## src/rtl/alu_issue_seq.sv

```systemverilog
`default_nettype none
// ============================================================================
//  Module      : alu_issue_seq
//  Description : Issue/writeback sequencer for an external 32-bit ALU.
//                Accepts one reg-reg or reg-imm operation per handshake,
//                reads operands from an internal register file, presents
//                registered operands/select to the ALU, then captures the
//                ALU result into the destination register and the ALU flags
//                into a status register. r0 reads as zero and ignores writes.
//
//  Ports:
//    clk, rst                  clock, asynchronous active-high reset
//    in_valid / in_ready       operation request handshake
//    in_sel                    ALU opcode (passed through unchanged)
//    in_rd, in_rs1, in_rs2     destination / source register indices
//    in_imm_en, in_imm         immediate select and value for operand B
//    alu_opA, alu_opB, alu_sel registered ALU inputs
//    alu_res, alu_z/c/v        ALU result and flags (combinational)
//    flag_z, flag_c, flag_v    status register
//    wb_valid, wb_rd, wb_data  one-cycle writeback report
//    dbg_addr, dbg_data        combinational register file read port
//
//  Revision    : 1.0 - initial release
// ============================================================================
module alu_issue_seq #(
    parameter  int DATA_W = 32,
    parameter  int NREGS  = 8,
    localparam int AW     = $clog2(NREGS)
) (
    input  logic              clk,
    input  logic              rst,
    input  logic              in_valid,
    output logic              in_ready,
    input  logic [2:0]        in_sel,
    input  logic [AW-1:0]     in_rd,
    input  logic [AW-1:0]     in_rs1,
    input  logic [AW-1:0]     in_rs2,
    input  logic              in_imm_en,
    input  logic [DATA_W-1:0] in_imm,
    output logic [DATA_W-1:0] alu_opA,
    output logic [DATA_W-1:0] alu_opB,
    output logic [2:0]        alu_sel,
    input  logic [DATA_W-1:0] alu_res,
    input  logic              alu_z,
    input  logic              alu_c,
    input  logic              alu_v,
    output logic              flag_z,
    output logic              flag_c,
    output logic              flag_v,
    output logic              wb_valid,
    output logic [AW-1:0]     wb_rd,
    output logic [DATA_W-1:0] wb_data,
    input  logic [AW-1:0]     dbg_addr,
    output logic [DATA_W-1:0] dbg_data
);

    typedef enum logic [1:0] {
        ST_IDLE = 2'd0,
        ST_EXEC = 2'd1,
        ST_WB   = 2'd2
    } state_t;

    state_t              r_state;
    logic [AW-1:0]       r_rd_q;
    logic [DATA_W-1:0]   r_alu_opa;
    logic [DATA_W-1:0]   r_alu_opb;
    logic [2:0]          r_alu_sel;
    logic                r_flag_z;
    logic                r_flag_c;
    logic                r_flag_v;
    logic [AW-1:0]       r_wb_rd;
    logic [DATA_W-1:0]   r_wb_data;

    // Physical storage exists only for r1..r(NREGS-1); r0 is a constant zero.
    logic [DATA_W-1:0]   r_regs [1:NREGS-1];
    logic [DATA_W-1:0]   w_rf   [NREGS];

    assign w_rf[0] = '0;
    for (genvar gi = 1; gi < NREGS; gi++) begin : g_rf
        assign w_rf[gi] = r_regs[gi];
    end

    // Handshake and writeback strobes come from state only, so there is
    // no combinational path from in_valid to in_ready.
    assign in_ready = (r_state == ST_IDLE);
    assign wb_valid = (r_state == ST_WB);

    assign alu_opA  = r_alu_opa;
    assign alu_opB  = r_alu_opb;
    assign alu_sel  = r_alu_sel;
    assign flag_z   = r_flag_z;
    assign flag_c   = r_flag_c;
    assign flag_v   = r_flag_v;
    assign wb_rd    = r_wb_rd;
    assign wb_data  = r_wb_data;
    assign dbg_data = w_rf[dbg_addr];

    // Sequencer: operand capture in IDLE, result/flag capture in EXEC.
    always_ff @(posedge clk or posedge rst) begin
        if (rst) begin
            r_state   <= ST_IDLE;
            r_rd_q    <= '0;
            r_alu_opa <= '0;
            r_alu_opb <= '0;
            r_alu_sel <= '0;
            r_flag_z  <= 1'b0;
            r_flag_c  <= 1'b0;
            r_flag_v  <= 1'b0;
            r_wb_rd   <= '0;
            r_wb_data <= '0;
        end else begin
            case (r_state)
                ST_IDLE: begin
                    if (in_valid) begin
                        r_alu_opa <= w_rf[in_rs1];
                        r_alu_opb <= in_imm_en ? in_imm : w_rf[in_rs2];
                        r_alu_sel <= in_sel;
                        r_rd_q    <= in_rd;
                        r_state   <= ST_EXEC;
                    end
                end
                ST_EXEC: begin
                    // Flags and the raw result are reported even for rd = r0,
                    // which lets r0 act as a compare destination.
                    r_flag_z  <= alu_z;
                    r_flag_c  <= alu_c;
                    r_flag_v  <= alu_v;
                    r_wb_rd   <= r_rd_q;
                    r_wb_data <= alu_res;
                    r_state   <= ST_WB;
                end
                ST_WB: begin
                    r_state <= ST_IDLE;
                end
                default: begin
                    r_state <= ST_IDLE;
                end
            endcase
        end
    end

    // Register file write. The write lands two edges before the next IDLE,
    // so operand reads never need forwarding.
    always_ff @(posedge clk or posedge rst) begin
        if (rst) begin
            for (int i = 1; i < NREGS; i++) begin
                r_regs[i] <= '0;
            end
        end else if (r_state == ST_EXEC) begin
            for (int i = 1; i < NREGS; i++) begin
                if (r_rd_q == AW'(i)) begin
                    r_regs[i] <= alu_res;
                end
            end
        end
    end

endmodule
`default_nettype wire
```

## config.mk

```make
export PLATFORM = sky130hd
export DESIGN_NAME = alu_issue_seq
export DESIGN_NICKNAME = d
export VERILOG_FILES = /design/src/rtl/alu_issue_seq.sv
export SDC_FILE = /design/constraint.sdc
export NUM_CORES = 1
export LEC_CHECK = 0
export BUFFER_PORTS_ARGS = -buffer_cell sky130_fd_sc_hd__buf_4
export CORE_ASPECT_RATIO = 1.2
export CORE_MARGIN = 2
export CORE_UTILIZATION = 62
export CTS_CLUSTER_DIAMETER = 100
export CTS_CLUSTER_SIZE = 8
export DETAILED_ROUTE_END_ITERATION = 6
export GPL_TIMING_DRIVEN = 1
export MAX_ROUTING_LAYER = met4
export PLACE_DENSITY = 0.89
export SLEW_MARGIN = 10
export SYNTH_ARGS = -nofsm -noshare
export SYNTH_HDL_FRONTEND = slang
export SYNTH_SLANG_ARGS = --single-unit
export TNS_END_PERCENT = 20
```

## constraint.sdc

```tcl
create_clock -name clk -period 23.7 [get_ports clk]
set_clock_uncertainty 0.05 [all_clocks]
set_input_delay 0 -clock clk [delete_from_list [all_inputs] [get_ports clk]]
set_output_delay 0 -clock clk [all_outputs]
set_load 0.05 [all_outputs]
```

# ---- Word-level counts from Yosys, hierarchy flattened
# Index checks and enable logic that the tools add are counted.
dict set report op_classes {
  add_sub_neg 0
  multipliers 0
  div_mod_pow 0
  n_lt_le_gt_ge 3
  eq_ne 10
  shift 0
  n_mux 12
  n_bitwise 3
  n_reduce_logical 9
}
# operator n
set ops {}
lappend ops {{$bmux 32 s3} 3}
lappend ops {{$mux 32} 7}
lappend ops {{$reduce_and 2->1} 8}
lappend ops {{$eq 3x3->1 const B} 4}
lappend ops {{$ge 4x4->1 const B} 3}
lappend ops {{$not 3->4} 3}
lappend ops {{$eq 3x2->1 const B} 2}
lappend ops {{$pmux 2 s2} 1}
lappend ops {{$eq 3x1->1 const B} 1}
lappend ops {{$eq 2x1->1 const B} 1}
lappend ops {{$eq 2x2->1 const B} 1}
lappend ops {{$logic_not 2->1} 1}
lappend ops {{$mux 2} 1}
lappend ops {{$ne 2x2->1 const B} 1}
dict set report word_totals {
  register_bits 334
  latch_bits 0
  mem_bits_rw 0
  romBits 0
  input_bits 86
  output_inout_bits 139
  word_cells 54
  memories 0
}

# ---- Logic depth before layout (Yosys ltp)
dict set report logic_depth {
  depth_word 5
  mapped_depth 7
  depth_no_buf 5
}

# ---- Least setup slack after synthesis
# Ideal clock, no wire load.
dict set report synth_path {
  path_kind {in2out}
  start {input port dbg_addr[1]}
  end {output port dbg_data[31]}
  arrival_time_ps 1941
  t_required_ps 23650
  path_slack_ps 21709
  stages 5
  n_path_buf 2
  cell_sequence {buf_2 > nor2b_1 > clkbuf_1 > a22oi_1 > o21ai_0}
}
dict set report synth_via {
  elab_chain_len 4
}
# element line_no
set synth_rtl {}
lappend synth_rtl {{from (decl)} 53} ;# input logic [AW-1:0] dbg_addr,
lappend synth_rtl {{$not 3->4 (implied by the code)} 96} ;# assign dbg_data = w_rf[dbg_addr];
lappend synth_rtl {{$bmux 32 s3} 96}
lappend synth_rtl {{$mux 32 (implied by the code) (2 in series)} 96}
lappend synth_rtl {{to (decl)} 54} ;# output logic [DATA_W-1:0] dbg_data
# No other way between the ends. The select of a mux whose other input is x is not followed.

# ---- Worst setup path after layout
dict set report layout_path {
  start {register r_state[0]}
  end {register r_alu_opb[4], in the netlist alu_opB[4]}
}
dict set report layout_via {
  elab_chain_len 2
}
# element line_no
set layout_rtl {}
lappend layout_rtl {{from (decl)} 63} ;# state_t r_state;
lappend layout_rtl {{from (signal assigned)} 101} ;# r_state <= ST_IDLE;
lappend layout_rtl {{from (signal assigned)} 119} ;# r_state <= ST_EXEC;
lappend layout_rtl {{from (signal assigned)} 130} ;# r_state <= ST_WB;
lappend layout_rtl {{$logic_not 2->1} 112} ;# case (r_state)
lappend layout_rtl {{$reduce_and 2->1 (no line)} --}
lappend layout_rtl {{to (signal assigned)} 116} ;# r_alu_opb <= in_imm_en ? in_imm : w_rf[in_rs2];
lappend layout_rtl {{to (decl)} 66} ;# logic [DATA_W-1:0] r_alu_opb;
# No other way between the ends.
# A chain may end at the register's enable or synchronous reset.

==> impl_metrics.csv <==
group,metric,value,unit
drt,drc,0,
clock_tree,cts_root_buf,"clkbuf_16",
sta,slew_violations,0,
drt,via_per_inst,7.09,
critical_path,worstPathCellList,"or3b_4, buf_4, inv_2, nand2b_1, o311ai_0",
finish,syn2layout_area_growth,22.1,%
critical_path,crit_type,"register to register",
pwr,p_clk_share,21.0,%
die,initial_core_util,62.5,%
run_status,status,"finished, final reports clean",
die,core_area,0.0286,mm2
sta,hold_violations,0,
synth,synth_cells,1492,
pwr,power_per_cell_area,130,mW/mm2
grt,grt_pass1_wl,89500,um
pwr,peakVddDrop,0.0000886,V
finish,seq_area,0.00836,mm2
synth,synth.avg_cell_area,12.0,um2
sta,worstMarginPinSlew,1.23,ns
critical_path,cp-end-kind,"register",
sta,min_period_over_period,16.3,%
die,dieHeight,190,um
clock_tree,cts.sinks,334,
grt,grt_pass1_vias,15900,
grt,track_usage,39.3,%
critical_path,slowest_delay,1.02,ns
pwr,p_sw_share,40.0,%
sta,tns,0,ns
finish,antenna_cells,0,
synth,synthFlopType,"dfrtp_1",
job,cap_viol_max_count,0,
pwr,p_sw,1.14,mW
sta,report.final.setup_viol,0,
synth,yosysTopAreaCellShare,46.8,%
die,fp-row-count,68,
grt,overflow,0,
drt,finalWirelength,58200,um
finish,drive_above_1_share,39.9,%
critical_path,critPathArrivalTime,4.19,ns
drt,via_count,15100,
finish,nFillCells,1712,
sta,slew_headroom,17.5,%
drt,drt_iter0_markers,1759,
clock_tree,cts_tree,"built",
sta,fin_crit,3.86,ns
critical_path,cp_slowest_cell,"inv_2",
die,pin_count,225,
synth,syn_nets,1578,
placement,place_area,0.0196,mm2
finish,design_area,0.0218,mm2
placement,port_buffers,224,
synth,yosys.cell_count.top_type,"dfrtp_1",
pwr,power.share.combinational,40.7,%
sta,fmax,259,MHz
synth,ys_top_cells_by_area,"dfrtp_1 47%, mux2_2 18%, mux4_2 5.8%, mux2i_1 4.5%, nand2_1 4.1%",
clock_tree,clk_latency,0.55,ns
placement,dpl.hpwl,31400,um
pwr,internal_power,1.71,mW
critical_path,crit_fanout,84,
synth,yosysSeqAreaShare,46.8,%
critical_path,start_kind,"register",
drt,ant_nets,0,
finish,multiInputGateArea,0.00886,mm2
critical_path,required,24.03,ns
clock_tree,cts_setup_buffers,0,
synth,synth-seq-cells,334,
synth,async_reset_ff_share,100,%
hold_path,min_path_type,"primary input to register",
clock_tree,cts_buffers,47,
synth,yosys.area.top_type,"dfrtp_1",
finish,fin_nets,1833,
clock_tree,path_clk_slew,0.05,ns
synth,yosys-top-cells-count,"334 x dfrtp_1, 292 x mux2_2, 196 x nand2_1",
synth,syn_area,0.0179,mm2
grt,grt_max_degree,108,
placement,place.gp.congestion,0.866,
pwr,seqPwrFrac,38.3,%
grt,antenna_found_initial,0,
clock_tree,clock_path_buffers,3,
drt,routedWlPerCell,27.3,um
synth,synth_edf_count,0,
die,die_area,0.0302,mm2
drt,dr.pass1.iters,7,
synth,yosys_warnings,0,
pwr,leakage,9.88,nW
synth,synth_cell_type_count,42,
clock_tree,cts_max_level,2,
sta,rsz0062_at_grt,"false",
die,die_w,159,um
[cells by family after synthesis]
group / synth area share [%]
compound gates: 11.2
flops: 46.8
mux: 31.3
simple gates: 6.80
buf+inv: 4.03
[cell usage in the layout (no fill, tap or decap), types with 2 or more instances in the layout]
| master | Yosys | routed |
|---|---|---|
| dfrtp_1 | 334 | 334 |
| nand3b_1 | 20 | 20 |
| nand2b_2 | 0 | 2 |
| clkbuf_16 | 0 | 49 |
| mux2_4 | 30 | 30 |
| nand2b_1 | 4 | 2 |
| inv_1 | 32 | 31 |
| inv_2 | 2 | 2 |
| mux2i_1 | 81 | 81 |
| a22oi_1 | 19 | 19 |
| a22o_1 | 17 | 17 |
| nor2b_4 | 0 | 3 |
| a21oi_1 | 50 | 50 |
| nand3_1 | 15 | 15 |
| o311ai_1 | 4 | 4 |
| o221a_2 | 17 | 17 |
| o21ai_0 | 49 | 49 |
| mux4_2 | 46 | 46 |
| nor3b_4 | 0 | 2 |
| nand2_1 | 196 | 196 |
| dlygate4sd3_1 | 0 | 92 |
| mux2_2 | 292 | 292 |
| nor2_4 | 1 | 2 |
| o311ai_0 | 10 | 10 |
| a221oi_1 | 76 | 76 |
| nor2_1 | 5 | 4 |
| nor2b_1 | 18 | 15 |
| o22ai_1 | 31 | 31 |
| buf_4 | 5 | 243 |
[metal layers]
metal | up-vias | part of all wire (%) | track usage [%]
met5 | - | 0 | -
met4 | 0 | 5.7 | 21.8
met3 | 318 | 12 | 9.59
met2 | 1297 | 49 | 63.4
met1 | 7451 | 34 | 45.7
li1 | 6054 | - | -
[state kept, by name, indices dropped and copies added, names as in the netlist]
name     flops
r_regs     224
alu_opA     32
alu_opB     32
wb_data     32
alu_sel      3
r_rd_q       3
wb_rd        3
r_state      2
flag_c       1
flag_v       1
flag_z       1
[timing repair]
action / 4_1_cts / 5_1_grt
hold buffers: 92 / 0
resized for setup: 0 / 0
setup endpoints to repair: 0 / 0
hold endpoints to repair: 403 / 0
[through the flow]
step                power, mW  setup slack, ns  cells  hold slack [ns]  util, %
finish                   2.85            19.84   2133           0.0432     76.3
global route             2.95            19.77   2133           0.0325     76.3
CTS                      2.81            20.04   2133          0.00464     76.3
detailed placement       2.17            20.18   1991            0.144     68.7
global placement         2.11            20.32   1991            0.142     68.7
floorplan                1.83            14.40   1492           0.0554        -
[layout make-up]
type / count / share of cell area [%]
flip-flops and latches: 334 / 38.3
well taps: 385 / 2.21
multi-input cells: 995 / 40.6
repair buffers: 335 / 12.6
clock buffers: 50 / 5.68
inverters: 34 / 0.619
[worst max-delay path, delay by kind of cell (launching register included)]
| kind | cells | cell delay, ns |
|---|---|---|
| buffers and inverters | 2 | 1.40 |
| AND/OR/NAND/NOR | 2 | 1.10 |
| AO/OA/AOI/OAI | 1 | 0.60 |
| flip-flops | 1 | 0.44 |
[final timing paths]
path / from / end / slack (ns) / depth (start not counted)
worst min register to register: wb_data[14] / wb_data[14] / 0.42 / 2
worst min-delay path: in_imm_en / alu_opB[19] / 0.04 / 3
min in group asynchronous: rst / r_regs[134] / 0.11 / 3
max in group asynchronous: rst / r_regs[33] / 21.09 / 5
worst max register to register: r_state[0] / alu_opB[4] / 19.84 / 5
worst max-delay path: r_state[0] / alu_opB[4] / 19.84 / 5
[power groups by stage]
stage | clock, mW | sequential [mW] | combinational [mW]
2_1_floorplan | 0 | 1.21 | 0.622
3_3_place_gp | 0 | 1.04 | 1.07
3_5_place_dp | 0 | 1.06 | 1.10
4_1_cts | 0.594 | 1.07 | 1.14
5_1_grt | 0.620 | 1.11 | 1.21
6_report | 0.599 | 1.09 | 1.16
(Power assumes the default switching activity.)
